$ cat config.mk
export PLATFORM = sky130hd
export DESIGN_NAME = inst_loop_seq
export DESIGN_NICKNAME = d
export VERILOG_FILES = /design/src/rtl/inst_loop_seq.sv
export SDC_FILE = /design/constraint.sdc
export NUM_CORES = 1
export LEC_CHECK = 0
export CAP_MARGIN = 0
export CORE_MARGIN = 2
export CORE_UTILIZATION = 55
export CTS_BUF_LIST = sky130_fd_sc_hd__clkbuf_4 sky130_fd_sc_hd__clkbuf_8
export CTS_CLUSTER_DIAMETER = 30
export CTS_CLUSTER_SIZE = 30
export DETAILED_ROUTE_END_ITERATION = 12
export PLACE_DENSITY_LB_ADDON = 0.2
export SLEW_MARGIN = 20
export SYNTH_ARGS = -nofsm -noshare
export SYNTH_HDL_FRONTEND = slang
export SYNTH_SLANG_ARGS = --single-unit
$ cat constraint.sdc
create_clock -name clk_i -period 4.2 [get_ports clk_i]
set_clock_uncertainty 0.1 [all_clocks]
set_input_delay 0.84 -clock clk_i [delete_from_list [all_inputs] [get_ports clk_i]]
set_output_delay 0.84 -clock clk_i [all_outputs]
set_load 0.02 [all_outputs]
$ cat src/rtl/inst_loop_seq.sv
// -----------------------------------------------------------------------------
// inst_loop_seq
//   Instruction sequencer downstream of the CSR block. After a start pulse it
//   walks the instruction-memory program counter from 0, applying up to three
//   nested hardware loops (loop 1 innermost). Each PC is offered to the
//   fetch/decode stage over a valid/ready handshake, and the PC only advances
//   when a handshake takes place.
//
// Ports
//   clk_i, rst_i            clock, synchronous active-high reset
//   start_i                 start pulse (ignored while busy or in write mode)
//   clr_i                   synchronous abort pulse, returns to idle
//   write_mode_i            instruction write mode; blocks start_i
//   loop_mode_i             number of active nested loops (0..3)
//   jump_addrN_i            loop N jump target
//   end_addrN_i             loop N last instruction
//   countN_i                loop N iteration count (0 behaves as 1)
//   pc_o, pc_valid_o        registered program counter and its valid flag
//   pc_ready_i              consumer accepts pc_o
//   busy_o                  sequencer running
//   done_o                  one-cycle pulse on the final handshake
// -----------------------------------------------------------------------------
module inst_loop_seq #(
  parameter int InstMemDepth     = 32,
  parameter int InstMemAddrWidth = $clog2(InstMemDepth)
) (
  input  logic                        clk_i,
  input  logic                        rst_i,
  input  logic                        start_i,
  input  logic                        clr_i,
  input  logic                        write_mode_i,
  input  logic [1:0]                  loop_mode_i,
  input  logic [InstMemAddrWidth-1:0] jump_addr1_i,
  input  logic [InstMemAddrWidth-1:0] jump_addr2_i,
  input  logic [InstMemAddrWidth-1:0] jump_addr3_i,
  input  logic [InstMemAddrWidth-1:0] end_addr1_i,
  input  logic [InstMemAddrWidth-1:0] end_addr2_i,
  input  logic [InstMemAddrWidth-1:0] end_addr3_i,
  input  logic [InstMemAddrWidth-1:0] count1_i,
  input  logic [InstMemAddrWidth-1:0] count2_i,
  input  logic [InstMemAddrWidth-1:0] count3_i,
  output logic [InstMemAddrWidth-1:0] pc_o,
  output logic                        pc_valid_o,
  input  logic                        pc_ready_i,
  output logic                        busy_o,
  output logic                        done_o
);

  localparam int AW = InstMemAddrWidth;

  localparam logic [0:0] StIdle = 1'b0;
  localparam logic [0:0] StRun  = 1'b1;

  localparam logic [AW-1:0] PcLast = AW'(InstMemDepth - 1);

  logic [0:0]    state_q, state_d;
  logic [AW-1:0] pc_q, pc_d;
  logic          valid_q, valid_d;
  logic [1:0]    mode_q, mode_d;

  // Index 0 holds loop 1 (innermost), index 2 holds loop 3 (outermost).
  logic [AW-1:0] jump_q [3];
  logic [AW-1:0] jump_d [3];
  logic [AW-1:0] end_q  [3];
  logic [AW-1:0] end_d  [3];
  logic [AW-1:0] cnt_q  [3];
  logic [AW-1:0] cnt_d  [3];
  logic [AW-1:0] ctr_q  [3];
  logic [AW-1:0] ctr_d  [3];

  logic          hs;
  logic          last;
  logic          taken;
  logic          done;
  logic [2:0]    match;
  logic [2:0]    can_jump;
  logic [AW-1:0] lim [3];
  logic [AW-1:0] pc_inc;

  always_comb begin
    hs     = valid_q & pc_ready_i;
    pc_inc = (pc_q == PcLast) ? '0 : pc_q + 1'b1;

    // A loop can jump back while its counter is below N-1; a count of zero
    // gets the same limit as a count of one.
    for (int unsigned i = 0; i < 3; i++) begin
      lim[i]      = (cnt_q[i] == '0) ? '0 : cnt_q[i] - 1'b1;
      match[i]    = (2'(i) < mode_q) && (pc_q == end_q[i]);
      can_jump[i] = match[i] && (ctr_q[i] < lim[i]);
    end

    // Program ends when the outermost active loop is passed exhausted and no
    // inner loop takes a jump on the same address.
    case (mode_q)
      2'd0:    last = (pc_q == end_q[0]);
      2'd1:    last = ~|can_jump & match[0];
      2'd2:    last = ~|can_jump & match[1];
      default: last = ~|can_jump & match[2];
    endcase

    done = (state_q == StRun) & hs & last & ~clr_i & ~rst_i;

    state_d = state_q;
    pc_d    = pc_q;
    valid_d = valid_q;
    mode_d  = mode_q;
    taken   = 1'b0;
    for (int unsigned i = 0; i < 3; i++) begin
      jump_d[i] = jump_q[i];
      end_d[i]  = end_q[i];
      cnt_d[i]  = cnt_q[i];
      ctr_d[i]  = ctr_q[i];
    end

    if (clr_i) begin
      state_d = StIdle;
      pc_d    = '0;
      valid_d = 1'b0;
      for (int unsigned i = 0; i < 3; i++) ctr_d[i] = '0;
    end else if (state_q == StIdle) begin
      if (start_i && !write_mode_i) begin
        state_d   = StRun;
        pc_d      = '0;
        valid_d   = 1'b1;
        mode_d    = loop_mode_i;
        jump_d[0] = jump_addr1_i;
        jump_d[1] = jump_addr2_i;
        jump_d[2] = jump_addr3_i;
        end_d[0]  = end_addr1_i;
        end_d[1]  = end_addr2_i;
        end_d[2]  = end_addr3_i;
        cnt_d[0]  = count1_i;
        cnt_d[1]  = count2_i;
        cnt_d[2]  = count3_i;
        for (int unsigned i = 0; i < 3; i++) ctr_d[i] = '0;
      end
    end else if (hs) begin
      if (last) begin
        state_d = StIdle;
        pc_d    = '0;
        valid_d = 1'b0;
        for (int unsigned i = 0; i < 3; i++) ctr_d[i] = '0;
      end else begin
        // Ascending scan: the first loop able to jump wins; matching loops
        // below it are exhausted and restart, loops above it are untouched.
        for (int unsigned i = 0; i < 3; i++) begin
          if (!taken) begin
            if (can_jump[i]) begin
              taken    = 1'b1;
              pc_d     = jump_q[i];
              ctr_d[i] = ctr_q[i] + 1'b1;
            end else if (match[i]) begin
              ctr_d[i] = '0;
            end
          end
        end
        if (!taken) pc_d = pc_inc;
      end
    end
  end

  always_ff @(posedge clk_i) begin
    if (rst_i) begin
      state_q <= StIdle;
      pc_q    <= '0;
      valid_q <= 1'b0;
      mode_q  <= '0;
      for (int unsigned i = 0; i < 3; i++) begin
        jump_q[i] <= '0;
        end_q[i]  <= '0;
        cnt_q[i]  <= '0;
        ctr_q[i]  <= '0;
      end
    end else begin
      state_q <= state_d;
      pc_q    <= pc_d;
      valid_q <= valid_d;
      mode_q  <= mode_d;
      for (int unsigned i = 0; i < 3; i++) begin
        jump_q[i] <= jump_d[i];
        end_q[i]  <= end_d[i];
        cnt_q[i]  <= cnt_d[i];
        ctr_q[i]  <= ctr_d[i];
      end
    end
  end

  assign pc_o       = pc_q;
  assign pc_valid_o = valid_q;
  assign busy_o     = (state_q == StRun);
  assign done_o     = done;

endmodule

; ---- Yosys cells after proc, flatten, opt, wreduce, memory -nomap -nowiden
; Memory sizes are Yosys's and may differ from the RTL's.
; Cells that the tools add are included.
[word_totals]
reg_bits = 9
mem_bits_rw = 60
input_bits = 53
out_inout_bits = 8
wordCells = 148
memories = 4
[memory_table]
columns = memory, words, word_bits, rd, rd_ports_with_merged_regs, write_ports, line
row1 = cnt_q, 3, 5, 3, 0, 3, 66  ; logic [AW-1:0] cnt_q [3];
row2 = ctr_q, 3, 5, 3, 0, 3, 68  ; logic [AW-1:0] ctr_q [3];
row3 = end_q, 3, 5, 3, 0, 3, 64  ; logic [AW-1:0] end_q [3];
row4 = jump_q, 3, 5, 3, 0, 3, 62  ; logic [AW-1:0] jump_q [3];
[classes]
n_addsub = 7
n_lt_le_gt_ge = 6
eq_ne = 8
mux = 77
bitwise_logic = 23
reduce_logical = 19
[op_table]
columns = cell, count
row1 = two-way mux 15 bit, 14
row2 = two-way mux 5 bit, 34
row3 = two-way mux 1 bit, 28
row4 = adder 5 x 1 -> 5 bit (second input constant), 4
row5 = == test 5 bit, 3
row6 = logical NOT 5 bit, 3
row7 = < comparator 5 bit, 3
row8 = subtractor 5 x 1 -> 5 bit (second input constant), 3
row9 = bitwise OR 1 bit, 12
row10 = bitwise AND 1 bit, 8
row11 = logical AND 1 bit, 7
row12 = AND reduction 3 bit, 2
row13 = == test 5 bit (second input constant), 1
row14 = < comparator 1 x 2 -> 1 bit (first input constant), 2
row15 = inequality test 2 x 1 -> 1 bit (second input constant), 2
row16 = inverter 1 bit, 3
row17 = one-hot mux 1 bit (3 select lines), 1
row18 = OR reduction 3 bit, 1
row19 = == test 2 x 1 -> 1 bit (second input constant), 1
row20 = == test 2 bit (second input constant), 1
row21 = logical NOT 1 bit, 2
row22 = logical NOT 2 bit, 1
row23 = < comparator 2 bit (first input constant), 1
row24 = AND reduction 2 bit, 1
row25 = 2 further kinds, 2

; ---- Logic depth before layout (Yosys ltp)
[logic_depth]
word_depth = 26
mapped_depth = 14

; ---- Worst setup path before layout
; Ideal clock, no wire load.
[synth_path]
path_type = register to output
start = memory cnt_q[0][10] (netlist name)
end = output done_o
arrival_ps = 2499
path_slack_ps = 761
stages_incl_launch_ff = 12
cell_sequence = dfxtp_1 > inv_1 > ha_1 > or4b_4 > or2b_1 > ha_1 > o2111ai_1 > a21oi_2 > and4bb_4 > a311o_1 > o21ai_1 > and3_1
[synth_rtl]
columns = element, line
row1 = from (decl), 66
row2 = to (decl), 46  ; output logic done_o

==> impl_results.md <==
- Synth Register Bits: 69
- Maxcap violations: 0
- DIE AREA: 0.00772 sq mm
- CTS buffer count: 9
- Fmax: 0.247 GHz
- P&R area growth vs syn: 23.9%
- Cells after synthesis: 487
- Yosys top cell by area: dfxtp_1
- Status: complete, no violations
- Peak VDD IR: 0.257 mV
- Port-buffer cells: 60
- Worst slack, placed: 0.0104 ns
- Htree depth: 3
- # rows: 30
- CP Class: reg -> out
- Synthesis Warnings: 0
- # nets final: 628
- Most crowded layer after global routing: met2
- Final hold violations: 0
- Final ANT Viol Nets: 0
- IO Pins: 61
- DIE WIDTH: 87.8 um
- Fillcell total: 556
- Final HPWL DP: 6.91 mm
- Total global routing overflow: 0
- Avg WL per Cell: 14.6 um
- CP max FO: 4
- Clock transition at path regs: 0.08 ns
- Clock power share: 0.380
- Synth area leaders: dfxtp_1 36%, nand2_1 12%, ha_1 8.7%
- Hold_sp: jump_q[0][4]
- Largest net degree at the start of global routing: 49
- Buf+Inv Stages, Crit Path: 2
- Met1 Use GR: 0.334
- CTS root buf: clkbuf_8
- Share of Yosys cell area claimed by the top area cell type: 0.357
- WHS Path Cells: 2
- PwrDens: 301 mW/mm^2
- Register-to-register setup slack: 0.88 ns
- Via/cell ratio: 5.56
- Logic pwr share: 0.147
- Worst endpoint required time: 3.26 ns
- Count leader, synth: nand2_1
- Setup Viol. Count Final: 0
- Sw Share: 0.267
- Max Buffers Root-to-Sink: 2
- Setup crit end kind: output port
- Final worst-path cycle share: 0.964
- Startpoint Class: flop
- Critical Path Max Stage Delay: 0.51 ns
- Seq/Total Area, Yosys: 0.357
- Sequential power share: 0.473
- DRT Pass-1 Iters: 5
- Clk_lat worst skew: 0.35 ns
- Setup tns final: 0 ns
- Worst-margin pin slew: 0.710 ns
- Placed cell areas: 0.00458 sq mm
- Routed wire length: 9.47 mm
- Antenna Cells: 0
- Initial antenna violation count: 0
- Design area: 0.00479 sq mm
- FF-to-FF Start: cnt_q[0][10]
- Post-route minimum period: 4.05 ns
- Critical path arrival: 3.11 ns
- Num Clock Sinks: 69
- Leakage: 1.88 nW
- Top FF cell, synth: dfxtp_1
- Syn Area/Cell: 7.94 sq um
- R2r worst-path depth: 13
- CTS tree: yes
- Overall via count from detail_route: 3,607
- Share of cells above drive strength 1: 0.0868
- GR Util met3: 0.0368
- Hold Crit Class: reg -> reg
- Hold worst-path end: jump_q[0][4]
- Starting Density: 0.569
- First-pass GRT wire length: 15.6 mm
- GR Layer Usage met2: 0.443
- Unrepaired setup endpoints after global routing: no
- Unique cell type count in the Yosys netlist: 59
- Slowest CP cell: or4b_4
- Syn nets: 567
- Core Footprint: 0.00679 sq mm
- CTS Hold Buffers Added: 0
- Headroom to the max-slew limit: 0.526
- Number of flops mapped to enable cells by yosys: 0
- Setup ws final: 0.152 ns
- GRT Total Usage: 0.258
- Critical path cell sequence: inv_1, ha_1, or4b_4, or2b_1, ha_2, o2111ai_1, a21oi_2, and4bb_4, a311o_1, o21ai_2, and3_1, buf_4
- Iter 0 DRT Violations: 214
- Number of global-route vias before repair: 3,379
- Hold WS: 0.357 ns
- Final Slew Violations: 0
- Routability Congestion: 0.886
- Stages on worst setup path: 12
- Die height: 87.8 um
- Drt drc: 0
- P_int: 1.06 mW
- Commonest cells in the netlist: 125 x nand2_1, 69 x dfxtp_1, 61 x a21oi_1, 27 x ha_1, 20 x xor2_1
- Synth async-reset ratio: 0
- Cell Area, Synth: 0.00387 sq mm
- Crit path max-delay family: simple AND/OR/NAND/NOR gates
- Overall Power: 1.44 mW
- RR Endpoint: ctr_q[0][7]
- Psw: 386 uW
## cell usage in the layout (no fill, tap or decap), drive strengths merged, types with 4 or more instances in the layout
cell / instances
nand3: 14
o21ai: 17
a21o: 4
inv: 13
o211ai: 6
and3: 5
a31oi: 5
buf: 13
a21oi: 63
ha: 27
clkdlybuf4s50: 59
nand2: 126
a22oi: 5
nand2b: 7
clkbuf: 10
mux2i: 5
xor2: 20
nor3: 13
nor2: 12
dfxtp: 69
xnor2: 5
## routing by layer
metal  wire (um)  vias up
met5           0        -
met4          87        0
met3         429        9
met2        4690       92
met1        4260     1685
li1            -     1821
## cells by family after synthesis
| kind of cell | count (synthesis) | synth area share |
|---|---|---|
| simple gates | 203 | 0.254 |
| compound gates | 121 | 0.188 |
| flops | 69 | 0.357 |
| buf+inv | 35 | 0.0375 |
| fa+ha+maj | 27 | 0.0874 |
| xor+xnor | 25 | 0.0566 |
| mux | 7 | 0.0188 |
## worst register-to-register path, delay by kind of cell (launching register included)
family	cells	cell delay, ns
AND/OR/NAND/NOR	5	1.47
flip-flops	1	0.34
adder cells (fa/ha/maj)	2	0.45
buffers and inverters	2	0.23
AO/OA/AOI/OAI	4	0.65
## sequential cells by signal, indices dropped and copies added (netlist names)
register    flops
pc_valid_o      1
jump_q         15
ctr_q          15
busy_o          1
pc_o            5
end_q          15
cnt_q          15
mode_q          2
## timing repair
item	CTS	global route
pin swaps	1	1
buffers inserted	1	0
endpoints found under the setup margin	1	1
resized for setup	4	4
## final cells by class
cell class,instances,area [sq um],share of cell area
clock buffer,10,131,0.0274
clock inverter,6,63.8,0.0133
inverter,13,48.8,0.0102
multi-input combinational,383,2350,0.492
sequential,69,1380,0.289
tap,96,120,0.0251
timing repair buffer,72,688,0.144
## worst max-delay path by stage
stage,startpoint,endpoint,slack [ns]
floorplan,cnt_q[0][10],done_o,0.76
CTS,cnt_q[0][10],done_o,0.08
global placement,cnt_q[0][10],done_o,0.16
detailed placement,cnt_q[0][10],done_o,0.01
finish,cnt_q[0][10],done_o,0.15
global route,cnt_q[0][10],done_o,0.03
## through the flow
step,utilization,instances
2_1_floorplan,-,487
3_3_place_gp,0.674,632
3_5_place_dp,0.674,632
4_1_cts,0.703,649
5_1_grt,0.705,649
6_report,0.705,649
## power groups by stage
stage,clock (mW),sequential (mW),combinational (mW)
2_1_floorplan,0,0.695,0.118
3_3_place_gp,0,0.697,0.201
3_5_place_dp,0,0.698,0.207
4_1_cts,0.551,0.682,0.209
5_1_grt,0.578,0.685,0.234
6_report,0.548,0.683,0.212
No activity file was read; power rests on OpenSTA's default activity.
